### src/rtl/cpu_pkg.sv
// Shared types and default sizing for the parametrised accumulator CPU.
// Latency: n/a (types and constants only).
// Backpressure: n/a.
package cpu_pkg;

    localparam int DEF_DATA_W      = 8;
    localparam int DEF_ADDR_W      = 4;
    localparam int DEF_STACK_DEPTH = 8;
    localparam int DEF_MAX_STEPS   = 16;

    typedef enum logic [3:0] {
        OP_ADD  = 4'h0,
        OP_SUB  = 4'h1,
        OP_XCHG = 4'h2,
        OP_MOV  = 4'h3,
        OP_ROR  = 4'h4,
        OP_IN   = 4'h5,
        OP_OUT  = 4'h6,
        OP_AND  = 4'h7,
        OP_CLRF = 4'h8,
        OP_OR   = 4'h9,
        OP_XOR  = 4'hA,
        OP_PUSH = 4'hB,
        OP_POP  = 4'hC,
        OP_ROL  = 4'hD,
        OP_NOT  = 4'hE,
        OP_HLT  = 4'hF
    } opcode_t;

    typedef enum logic [1:0] {
        ST_INIT = 2'd0,
        ST_RUN  = 2'd1,
        ST_HALT = 2'd2
    } state_t;

    // Width of the accepted-instruction counter; never narrower than one bit.
    function automatic int step_w(input int max_steps);
        return (max_steps == 0) ? 1 : $clog2(max_steps + 1);
    endfunction

endpackage

### src/rtl/cpu_stack.sv
// Bounded LIFO holding data words; sp counts occupied entries.
// Latency: push/pop take effect on the clock edge, top is combinational from sp.
// Backpressure: none; push when full or pop when empty is ignored and flagged on err.
module cpu_stack #(
    parameter int DATA_W = 8,
    parameter int DEPTH  = 8
) (
    input  logic              clk,
    input  logic              rst,
    input  logic              push,
    input  logic              pop,
    input  logic [DATA_W-1:0] data,
    output logic [DATA_W-1:0] top,
    output logic              full,
    output logic              empty,
    output logic              err
);

    localparam int SP_W  = $clog2(DEPTH + 1);
    localparam int IDX_W = (DEPTH > 1) ? $clog2(DEPTH) : 1;

    logic [SP_W-1:0]   sp;
    logic [DATA_W-1:0] store [DEPTH];
    logic [IDX_W-1:0]  top_idx;

    assign full    = (sp == SP_W'(DEPTH));
    assign empty   = (sp == '0);
    assign err     = (push && full) || (pop && empty);
    assign top_idx = IDX_W'(sp - SP_W'(1));
    assign top     = empty ? '0 : store[top_idx];

    // Stack pointer: the only reset state; contents survive reset.
    always_ff @(posedge clk or negedge rst) begin
        if (!rst) begin
            sp <= '0;
        end else if (push && !full) begin
            sp <= sp + SP_W'(1);
        end else if (pop && !empty) begin
            sp <= sp - SP_W'(1);
        end
    end

    // Storage write on a successful push.
    always_ff @(posedge clk) begin
        if (push && !full) begin
            store[IDX_W'(sp)] <= data;
        end
    end

endmodule

### src/rtl/param_acc_cpu.sv
// Single-issue memory-operand CPU: INIT fills mem[i]=i, RUN executes, HALT is terminal.
// Latency: instruction accepted at edge N has dout/flags/memory updated after edge N.
// Backpressure: instr_ready low during INIT, HALT, and once MAX_STEPS instructions are taken.
module param_acc_cpu
    import cpu_pkg::*;
#(
    parameter int DATA_W      = DEF_DATA_W,
    parameter int ADDR_W      = DEF_ADDR_W,
    parameter int STACK_DEPTH = DEF_STACK_DEPTH,
    parameter int MAX_STEPS   = DEF_MAX_STEPS
) (
    input  logic                          clk,
    input  logic                          rst,
    input  logic                          instr_valid,
    output logic                          instr_ready,
    input  logic [3:0]                    opcode,
    input  logic [ADDR_W-1:0]             address,
    input  logic [DATA_W-1:0]             din,
    output logic [DATA_W-1:0]             dout,
    output logic                          dout_valid,
    output logic                          halt,
    output logic                          s_flag,
    output logic                          z_flag,
    output logic                          c_flag,
    output logic                          stk_err,
    output logic [step_w(MAX_STEPS)-1:0]  step_count
);

    localparam int              SC_W      = step_w(MAX_STEPS);
    localparam int              DEPTH     = 1 << ADDR_W;
    localparam logic [SC_W-1:0] STEP_LIM  = SC_W'(MAX_STEPS);
    localparam bit              UNLIMITED = (MAX_STEPS == 0);

    state_t            state;
    state_t            state_nxt;
    logic [ADDR_W-1:0] init_idx;
    logic [DATA_W-1:0] mem [DEPTH];

    opcode_t           op;
    logic              accept;
    logic [ADDR_W-1:0] addr_p1;
    logic [DATA_W-1:0] m;
    logic [DATA_W-1:0] m_p1;

    logic [DATA_W-1:0] res;
    logic              c_new;
    logic              upd_flags;
    logic              mem_we;
    logic              emit;

    logic [DATA_W-1:0] stk_top;
    logic              stk_full_unused;
    logic              stk_empty;
    logic              stk_op_err;

    assign op          = opcode_t'(opcode);
    assign instr_ready = (state == ST_RUN) && (UNLIMITED || (step_count != STEP_LIM));
    assign accept      = instr_valid && instr_ready;
    assign addr_p1     = address + ADDR_W'(1);
    assign m           = mem[address];
    assign m_p1        = mem[addr_p1];

    cpu_stack #(
        .DATA_W (DATA_W),
        .DEPTH  (STACK_DEPTH)
    ) u_stack (
        .clk   (clk),
        .rst   (rst),
        .push  (accept && (op == OP_PUSH)),
        .pop   (accept && (op == OP_POP)),
        .data  (m),
        .top   (stk_top),
        .full  (stk_full_unused),
        .empty (stk_empty),
        .err   (stk_op_err)
    );

    // State register.
    always_ff @(posedge clk or negedge rst) begin
        if (!rst) begin
            state <= ST_INIT;
        end else begin
            state <= state_nxt;
        end
    end

    // Next state: INIT walks every address once, HLT parks the core.
    always_comb begin
        state_nxt = state;
        case (state)
            ST_INIT: if (init_idx == '1) state_nxt = ST_RUN;
            ST_RUN:  if (accept && (op == OP_HLT)) state_nxt = ST_HALT;
            ST_HALT: state_nxt = ST_HALT;
            default: state_nxt = ST_INIT;
        endcase
    end

    // INIT address walker.
    always_ff @(posedge clk or negedge rst) begin
        if (!rst) begin
            init_idx <= '0;
        end else if (state == ST_INIT) begin
            init_idx <= init_idx + ADDR_W'(1);
        end
    end

    // Execute: result, write-back enable and flag source for the current opcode.
    always_comb begin
        res       = m;
        c_new     = 1'b0;
        upd_flags = 1'b0;
        mem_we    = 1'b0;
        emit      = 1'b1;
        case (op)
            OP_ADD:  begin {c_new, res} = {1'b0, m} + {1'b0, din}; upd_flags = 1'b1; end
            OP_SUB:  begin res = m - din; c_new = (m < din); upd_flags = 1'b1; end
            OP_XCHG: begin res = m_p1; mem_we = 1'b1; end
            OP_MOV:  begin res = mem[0]; mem_we = 1'b1; end
            OP_ROR:  begin res = {m[0], m[DATA_W-1:1]}; c_new = m[0]; upd_flags = 1'b1; mem_we = 1'b1; end
            OP_IN:   begin res = din; mem_we = 1'b1; end
            OP_OUT:  res = m;
            OP_AND:  begin res = m & din; upd_flags = 1'b1; mem_we = 1'b1; end
            OP_CLRF: res = m;
            OP_OR:   begin res = m | din; upd_flags = 1'b1; mem_we = 1'b1; end
            OP_XOR:  begin res = m ^ din; upd_flags = 1'b1; mem_we = 1'b1; end
            OP_PUSH: res = m;
            OP_POP:  begin res = stk_empty ? '0 : stk_top; mem_we = !stk_empty; end
            OP_ROL:  begin res = {m[DATA_W-2:0], m[DATA_W-1]}; c_new = m[DATA_W-1]; upd_flags = 1'b1; mem_we = 1'b1; end
            OP_NOT:  begin res = ~m; upd_flags = 1'b1; mem_we = 1'b1; end
            OP_HLT:  emit = 1'b0;
            default: emit = 1'b0;
        endcase
    end

    // Operand memory: identity fill during INIT, write-back during RUN.
    // XCHG additionally stores the old mem[a] into mem[a+1] (wrapping to 0).
    always_ff @(posedge clk) begin
        if (state == ST_INIT) begin
            mem[init_idx] <= DATA_W'(init_idx);
        end else if (accept) begin
            if (mem_we) mem[address] <= res;
            if (op == OP_XCHG) mem[addr_p1] <= m;
        end
    end

    // Architectural outputs: result, pulse, flags, sticky halt/stack error, step counter.
    always_ff @(posedge clk or negedge rst) begin
        if (!rst) begin
            dout       <= '0;
            dout_valid <= 1'b0;
            halt       <= 1'b0;
            s_flag     <= 1'b0;
            z_flag     <= 1'b0;
            c_flag     <= 1'b0;
            stk_err    <= 1'b0;
            step_count <= '0;
        end else begin
            dout_valid <= accept && emit;
            if (accept) begin
                if (step_count != '1) step_count <= step_count + SC_W'(1);
                if (emit) dout <= res;
                if (op == OP_HLT) halt <= 1'b1;
                if (upd_flags) begin
                    s_flag <= res[DATA_W-1];
                    z_flag <= (res == '0);
                    c_flag <= c_new;
                end
                if (op == OP_CLRF) begin
                    s_flag  <= 1'b0;
                    z_flag  <= 1'b0;
                    c_flag  <= 1'b0;
                    stk_err <= 1'b0;
                end else if (stk_op_err) begin
                    stk_err <= 1'b1;
                end
            end
        end
    end

endmodule

### config.mk
export PLATFORM = sky130hd
export DESIGN_NAME = param_acc_cpu
export DESIGN_NICKNAME = d
export VERILOG_FILES = /design/src/rtl/cpu_pkg.sv /design/src/rtl/cpu_stack.sv /design/src/rtl/param_acc_cpu.sv
export SDC_FILE = /design/constraint.sdc
export NUM_CORES = 1
export LEC_CHECK = 0
export CORE_MARGIN = 4
export CORE_UTILIZATION = 30
export CTS_CLUSTER_DIAMETER = 150
export DETAILED_ROUTE_END_ITERATION = 8
export GPL_TIMING_DRIVEN = 1
export PLACE_DENSITY = 0.49
export SYNTH_ARGS = -nofsm -noshare
export SYNTH_HDL_FRONTEND = slang
export SYNTH_SLANG_ARGS = --single-unit
### constraint.sdc
create_clock -name clk -period 12.35 [get_ports clk]
set_input_delay 2.47 -clock clk [delete_from_list [all_inputs] [get_ports clk]]
set_output_delay 2.47 -clock clk [all_outputs]
set_load 0.02 [all_outputs]
==> results of run 1 <==
==> kinds of logic after synthesis <==
group,share of synthesized area (%)
simple gates,9.69
mux,25.2
flops,46.7
compound gates,9.08
buf+inv,4.11
fa+ha+maj,4.07
xor+xnor,1.19
==> power by group through the flow <==
stage          sequential [uW]  combinational [uW]  clock (uW)
2_1_floorplan             1030                 579           0
3_3_place_gp              1030                 902           0
3_5_place_dp              1040                 908           0
4_1_cts                   1020                 913         831
5_1_grt                   1030                 987         862
6_report                  1020                 913         811
==> worst max-delay path by stage <==
| stage | end | depth (start not counted) |
|---|---|---|
| floorplan | mem[0][1] | 17 |
| global placement | mem[4][2] | 17 |
| detailed placement | mem[0][2] | 17 |
| CTS | mem[0][2] | 17 |
| global route | mem[0][2] | 17 |
| finish | mem[0][2] | 17 |
==> per-stage QoR <==
stage | hold WS [ns] | util [%] | instance area [sq um]
6_report | 0.470 | 35.1 | 16000
5_1_grt | 0.479 | 35.1 | 16000
4_1_cts | 0.469 | 35.1 | 16000
3_5_place_dp | 0.452 | 33.1 | 15100
3_3_place_gp | 0.456 | 33.1 | 15100
2_1_floorplan | 0.479 | - | 13900
==> critical path: cells and delay by family <==
family,cells,cell delay (ns)
xor+xnor,1,0.20
buf+inv,4,1.21
simple gates,1,0.09
fa+ha+maj,2,0.50
mux,4,1.42
compound gates,5,1.93
==> cells in the final DEF, fill, tap and decap left out, drive strengths merged, types with 29 or more instances in the layout <==
cell type      instances
edfxtp               192
mux2i                134
nand2                100
mux4                  81
buf                   60
nor2                  58
ha                    42
inv                   38
clkdlybuf4s50         36
a21oi                 33
clkbuf                32
mux2                  29
dfrtp                 29
==> per-layer routing <==
metal / GRT usage, % / part of all wire, % / vias to the layer above
li1: - / - / 4389
met1: 26.3 / 44 / 5107
met2: 28.3 / 45 / 395
met3: 3.88 / 8.1 / 85
met4: 4.67 / 2.9 / 0
met5: 0 / 0 / -
==> area by class of cell <==
cell class,count,area (sq um)
Inverter,38,143
Clock buffer,32,694
Tap cell,600,751
Sequential cell,221,6490
Fill cell,4487,29600
Timing Repair Buffer,96,808
Multi-Input combinational cell,761,6900
Clock inverter,16,201
==> flip-flops by register name, summed over array words and instances, names as in the netlist <==
| register | flops |
|---|---|
| dout | 8 |
| mem | 128 |
| u_stack.store | 64 |
| c_flag | 1 |
| halt | 1 |
| init_idx | 4 |
| state | 2 |
| step_count | 5 |
| s_flag | 1 |
| stk_err | 1 |
| dout_valid | 1 |
| u_stack.sp | 4 |
| z_flag | 1 |
==> results.sh, run 1 <==
export IMPL_status="complete, no violations"
export IMPL_crit_path_cell_trace="clkdlybuf4s50_1 > buf_4 > mux4_2 > mux2_2 > o221ai_2 > inv_1 > ha_1 > inv_1 > fa_1 > mux2i_1 > xnor2_1 > nor3_1 > a221oi_1 > o211ai_1 > o32ai_1 > o21ai_1 > mux2_2"
export IMPL_min_period_over_period_pct=61.4
export IMPL_power_density_nw_per_um2=172
export IMPL_core_sq_um=45600
export IMPL_finalPower_uw=2750
export IMPL_vias=9976
export IMPL_finalHoldViolCount=0
export IMPL_synth_top_area_share_pct=41.5
export IMPL_stdcell_count=1764
export IMPL_holdPathStages=1
export IMPL_die_area_sq_um=49900
export IMPL_synthFlopType="edfxtp_1"
export IMPL_slowest_stage="mux4_2"
export IMPL_reg2reg_slack_ns=7.10
export IMPL_tightest_slew_ns=1.34
export IMPL_drive_gt1_share_pct=19.8
export IMPL_maxCapViolCount=0
export IMPL_clk_path_buf_depth=3
export IMPL_fmax_mhz=132
export IMPL_setup_viol=0
export IMPL_end_kind="flip-flop"
export IMPL_synth_yosys_seq_area_share_pct=46.7
export IMPL_postCtsHoldBufs=0
export IMPL_cp_data_arrival_time_ns=7.86
export IMPL_p_sw_share_pct=33.6
export IMPL_start_kind="primary input"
export IMPL_vdd_drop_max_mv=0.100
export IMPL_cp_slowest_stage_delay_ns=0.57
export IMPL_cts_resized=0
export IMPL_p_sw_uw=924
export IMPL_hp_class="flip-flop to flip-flop"
export IMPL_seq_power_share_pct=37.2
export IMPL_cts_htree_levels=1
export IMPL_dpl_cell_count=1716
export IMPL_cts_setup_buffers=0
export IMPL_overflow=0
export IMPL_timing_final_ws_setup_ns=4.77
export IMPL_slew_violations=0
export IMPL_clock_sinks=221
export IMPL_antenna_cells=0
export IMPL_antenna_found_initial=0
export IMPL_critPathKind="primary input to flip-flop"
export IMPL_fp_dieH_um=223
export IMPL_synth_edf_count=192
export IMPL_die_w_um=223
export IMPL_hpwlAfterDp_mm=32.5
export IMPL_cts_tree="done"
export IMPL_ys_top_cells_by_count="edfxtp_1 (192), mux2i_1 (133), nand2_1 (99)"
export IMPL_num_rows=78
export IMPL_io_buffers=38
export IMPL_intPower_uw=1820
export IMPL_place_congestion=0.944
export IMPL_synth_area_sq_um=13900
export IMPL_worstPathRequired_ns=12.64
export IMPL_r2r_end="mem[0][2]"
export IMPL_avgSynthCellArea_sq_um=12.6
export IMPL_nNetsFinal=1207
export IMPL_first_pass_iters=6
export IMPL_cts_buffers=26
export IMPL_synth_warnings=0
export IMPL_ys_seq_elements=221
export IMPL_rsz0062_at_grt="false"
export IMPL_p_comb_share_pct=33.2
export IMPL_netlist_instances=1103
export IMPL_grt_pass1_vias=9978
export IMPL_start_util_pct=30.5
export IMPL_area_delta_synth_final_pct=15.0
export IMPL_drt_wl_total_mm=46.6
export IMPL_synth_most_common_cell="edfxtp_1"
export IMPL_period_needed_ns=7.58
export IMPL_ys_types=83
export IMPL_wl_per_cell_um=26.4
export IMPL_place_ws_ns=4.23
export IMPL_via_per_inst=5.66
export IMPL_slew_headroom_pct=9.88
export IMPL_rr_startpoint="mem[0][0]"
export IMPL_globalRouteTotalUtil_pct=18.3
export IMPL_synthTopCellsByArea="edfxtp_1 (41%), mux4_2 (13%), mux2i_1 (9.6%), dfrtp_1 (5.2%), ha_1 (3.8%)"
export IMPL_skew_ns=0.0139
export IMPL_min_from="halt"
export IMPL_clk_pin_slew_ns=0.06
export IMPL_ant_nets=0
export IMPL_grt_pass1_wl_mm=68.7
export IMPL_drtIter0Drc=1150
export IMPL_clk_latency_ns=0.54
export IMPL_drc=0
export IMPL_ff2ff_path_depth=15
export IMPL_fin_tns_setup_ns=0
export IMPL_root_buffer="clkbuf_16"
export IMPL_grt_max_degree=51
export IMPL_synth_nets=1166
export IMPL_async_flop_share_pct=13.1
export IMPL_p_leak_uw=0.00539
export IMPL_hold_end="halt"
export IMPL_num_io_pins=39
export IMPL_cp_max_fo=24
export IMPL_clock_power_share_pct=29.5
export IMPL_startpoint="address[1]"
export IMPL_yosysTopAreaCell="edfxtp_1"
Power figures use the tool's default switching activity.
==> run 2, diff against run 1 <==
PLACE_DENSITY = 0.5   (was 0.49)
clock period = 6.9 ns   (was 12.35 ns; I/O delays follow)
==> run 2 against run 1 <==
  * First-iteration DRC count down 6.3%
  * Via count up 1.5%
  * Worst setup slack worse by 4.0 ns
  * Cell count up 1.5%
  * Global-route usage up 0.47 points
  * Count of clock-buffer cells in the layout down 5
  * Routed wire length up 2.3%
  * Highest routed layer unchanged
  * Power up 77%
  * Critical path depth down 2
  * Combinational power up 83%
==> results.sh, run 2 (synthesis gave the netlist of run 1 again) <==
export IMPL_hold_end="halt"
export IMPL_nNetsFinal=1237
export IMPL_grt_pass1_vias=10155
export IMPL_grt_pass1_wl_mm=70.7
export IMPL_largest_reg_flops=128
export IMPL_num_rows=78
export IMPL_num_io_pins=39
export IMPL_place_congestion=0.954
export IMPL_fp_dieH_um=223
export IMPL_top_layer="met4"
export IMPL_wl_met1_mm=21.2
export IMPL_p_leak_uw=0.00552
export IMPL_power_density_nw_per_um2=301
export IMPL_hpwlAfterDp_mm=34.7
export IMPL_antenna_found_initial=1
export IMPL_p_sw_uw=1660
export IMPL_globalRouteTotalUtil_pct=18.8
export IMPL_rr_startpoint="mem[0][0]"
export IMPL_grt_max_degree=45
export IMPL_tightest_slew_ns=1.06
export IMPL_vdd_drop_max_mv=0.227
export IMPL_clk_pin_slew_ns=0.06
export IMPL_overflow=0
export IMPL_core_sq_um=45600
export IMPL_vias=10123
export IMPL_wl_per_cell_um=26.6
export IMPL_first_pass_iters=5
export IMPL_drt_wl_total_mm=47.7
export IMPL_cts_resized=0
export IMPL_min_from="halt"
export IMPL_cts_tree="done"
export IMPL_via_per_inst=5.65
export IMPL_setup_viol=0
export IMPL_die_w_um=223
export IMPL_cp_max_fo=16
export IMPL_maxCapViolCount=0
export IMPL_antenna_cells=0
export IMPL_clk_path_buf_depth=3
export IMPL_clock_sinks=221
export IMPL_cts_buffers=25
export IMPL_critPathKind="primary input to flip-flop"
export IMPL_clk_latency_ns=0.53
export IMPL_reg2reg_slack_ns=1.84
export IMPL_finish_instance_area_sq_um=16100
export IMPL_finalHoldViolCount=0
export IMPL_status="complete, no violations"
export IMPL_regMostFlops="mem"
export IMPL_cp_data_arrival_time_ns=6.39
export IMPL_final_cell_mix="edfxtp_1 (192), mux2i_1 (133), nand2_1 (99)"
export IMPL_skew_ns=0.00932
export IMPL_rsz0062_at_grt="false"
export IMPL_slew_violations=0
export IMPL_root_buffer="clkbuf_16"
export IMPL_fillers=4473
export IMPL_intPower_uw=3200
export IMPL_start_kind="primary input"
export IMPL_postCtsHoldBufs=0
export IMPL_seq_power_share_pct=37.7
export IMPL_layout_commonest_cell="edfxtp_1"
export IMPL_wl_met3_mm=3.61
export IMPL_ff2ff_path_depth=15
export IMPL_drive_gt1_share_pct=22.0
export IMPL_drc=0
export IMPL_reg_top3="mem (128), u_stack.store (64), dout (8)"
export IMPL_placed_area_sq_um=15300
export IMPL_ant_nets=0
export IMPL_r2r_end="z_flag"
export IMPL_fmax_mhz=163
export IMPL_worstPathRequired_ns=7.16
export IMPL_hp_class="flip-flop to flip-flop"
export IMPL_p_comb_share_pct=34.4
export IMPL_p_sw_share_pct=34.1
export IMPL_drtIter0Drc=1077
export IMPL_period_needed_ns=6.13
export IMPL_min_period_over_period_pct=88.8
export IMPL_area_delta_synth_final_pct=16.1
export IMPL_holdPathStages=1
export IMPL_clock_power_share_pct=27.8
export IMPL_start_util_pct=30.5
export IMPL_fin_tns_setup_ns=0
export IMPL_cts_htree_levels=1
export IMPL_die_area_sq_um=49900
export IMPL_end_kind="flip-flop"
export IMPL_slew_headroom_pct=28.5
export IMPL_io_buffers=38
export IMPL_wl_met2_mm=21.6
export IMPL_cts_setup_buffers=0
==> run 2: changes by cell type in the layout (fill, tap and decap cells not counted), moves of 2 or more <==
cell       change
clkinv_1       -6
clkbuf_1       -3
buf_12         +2
clkinv_2       +6
buf_4         +29
clkbuf_16      -2
nor3_2         -4
nor3_1         +4
==> run 2: how the worst max path moves through the flow <==
stage,start,endpoint,cells past startpoint
after floorplan,address[0],mem[10][1],17
after global placement,address[1],mem[15][3],15
after detailed placement,address[1],z_flag,16
after CTS,address[1],z_flag,16
after global routing,address[1],z_flag,16
final,address[1],mem[10][3],15
==> run 2: routing by layer <==
metal / up-vias / track usage (%)
li1: 4448 / -
met1: 5207 / 26.9
met2: 393 / 28.9
met3: 75 / 4.38
met4: 0 / 4.73
met5: - / 0
==> run 2: area by class of cell <==
type	count	area [sq um]	share of cell area [%]
Clock buffer	27	633	3.92
Clock inverter	17	195	1.21
Sequential cell	221	6490	40.2
Timing Repair Buffer	127	1070	6.60
Multi-Input combinational cell	761	6870	42.5
Inverter	38	143	0.883
Tap cell	600	751	4.65
==> run 2: power by group through the flow <==
stage	logic (uW)	registers, uW	clock network [uW]
2_1_floorplan	1040	1850	0
6_report	1670	1830	1350
4_1_cts	1680	1830	1380
3_5_place_dp	1670	1860	0
3_3_place_gp	1660	1860	0
5_1_grt	1810	1850	1450
==> run 2: worst max-delay path, stage by stage <==
cell	delay [ns]
clkdlybuf4s50_1	0.71
buf_4	0.27
mux4_2	0.33
mux2_2	0.28
o21ai_2	0.34
inv_1	0.28
ha_1	0.28
a21oi_1	0.19
nand2_1	0.12
a221o_1	0.31
a2111oi_0	0.84
a32oi_1	0.39
mux2i_1	0.25
buf_4	0.28
mux2i_1	0.11
==> run 2: stage by stage <==
| stage | hold WS, ns | setup slack, ns | power, uW | cells | util (%) |
|---|---|---|---|---|---|
| after floorplan | 0.479 | 1.20 | 2880 | 1103 | - |
| after global placement | 0.456 | 0.384 | 3510 | 1747 | 33.6 |
| after detailed placement | 0.462 | 0.341 | 3530 | 1747 | 33.6 |
| after CTS | 0.477 | 0.882 | 4890 | 1791 | 35.4 |
| after global routing | 0.488 | 0.585 | 5110 | 1791 | 35.4 |
| final | 0.479 | 0.770 | 4860 | 1791 | 35.4 |
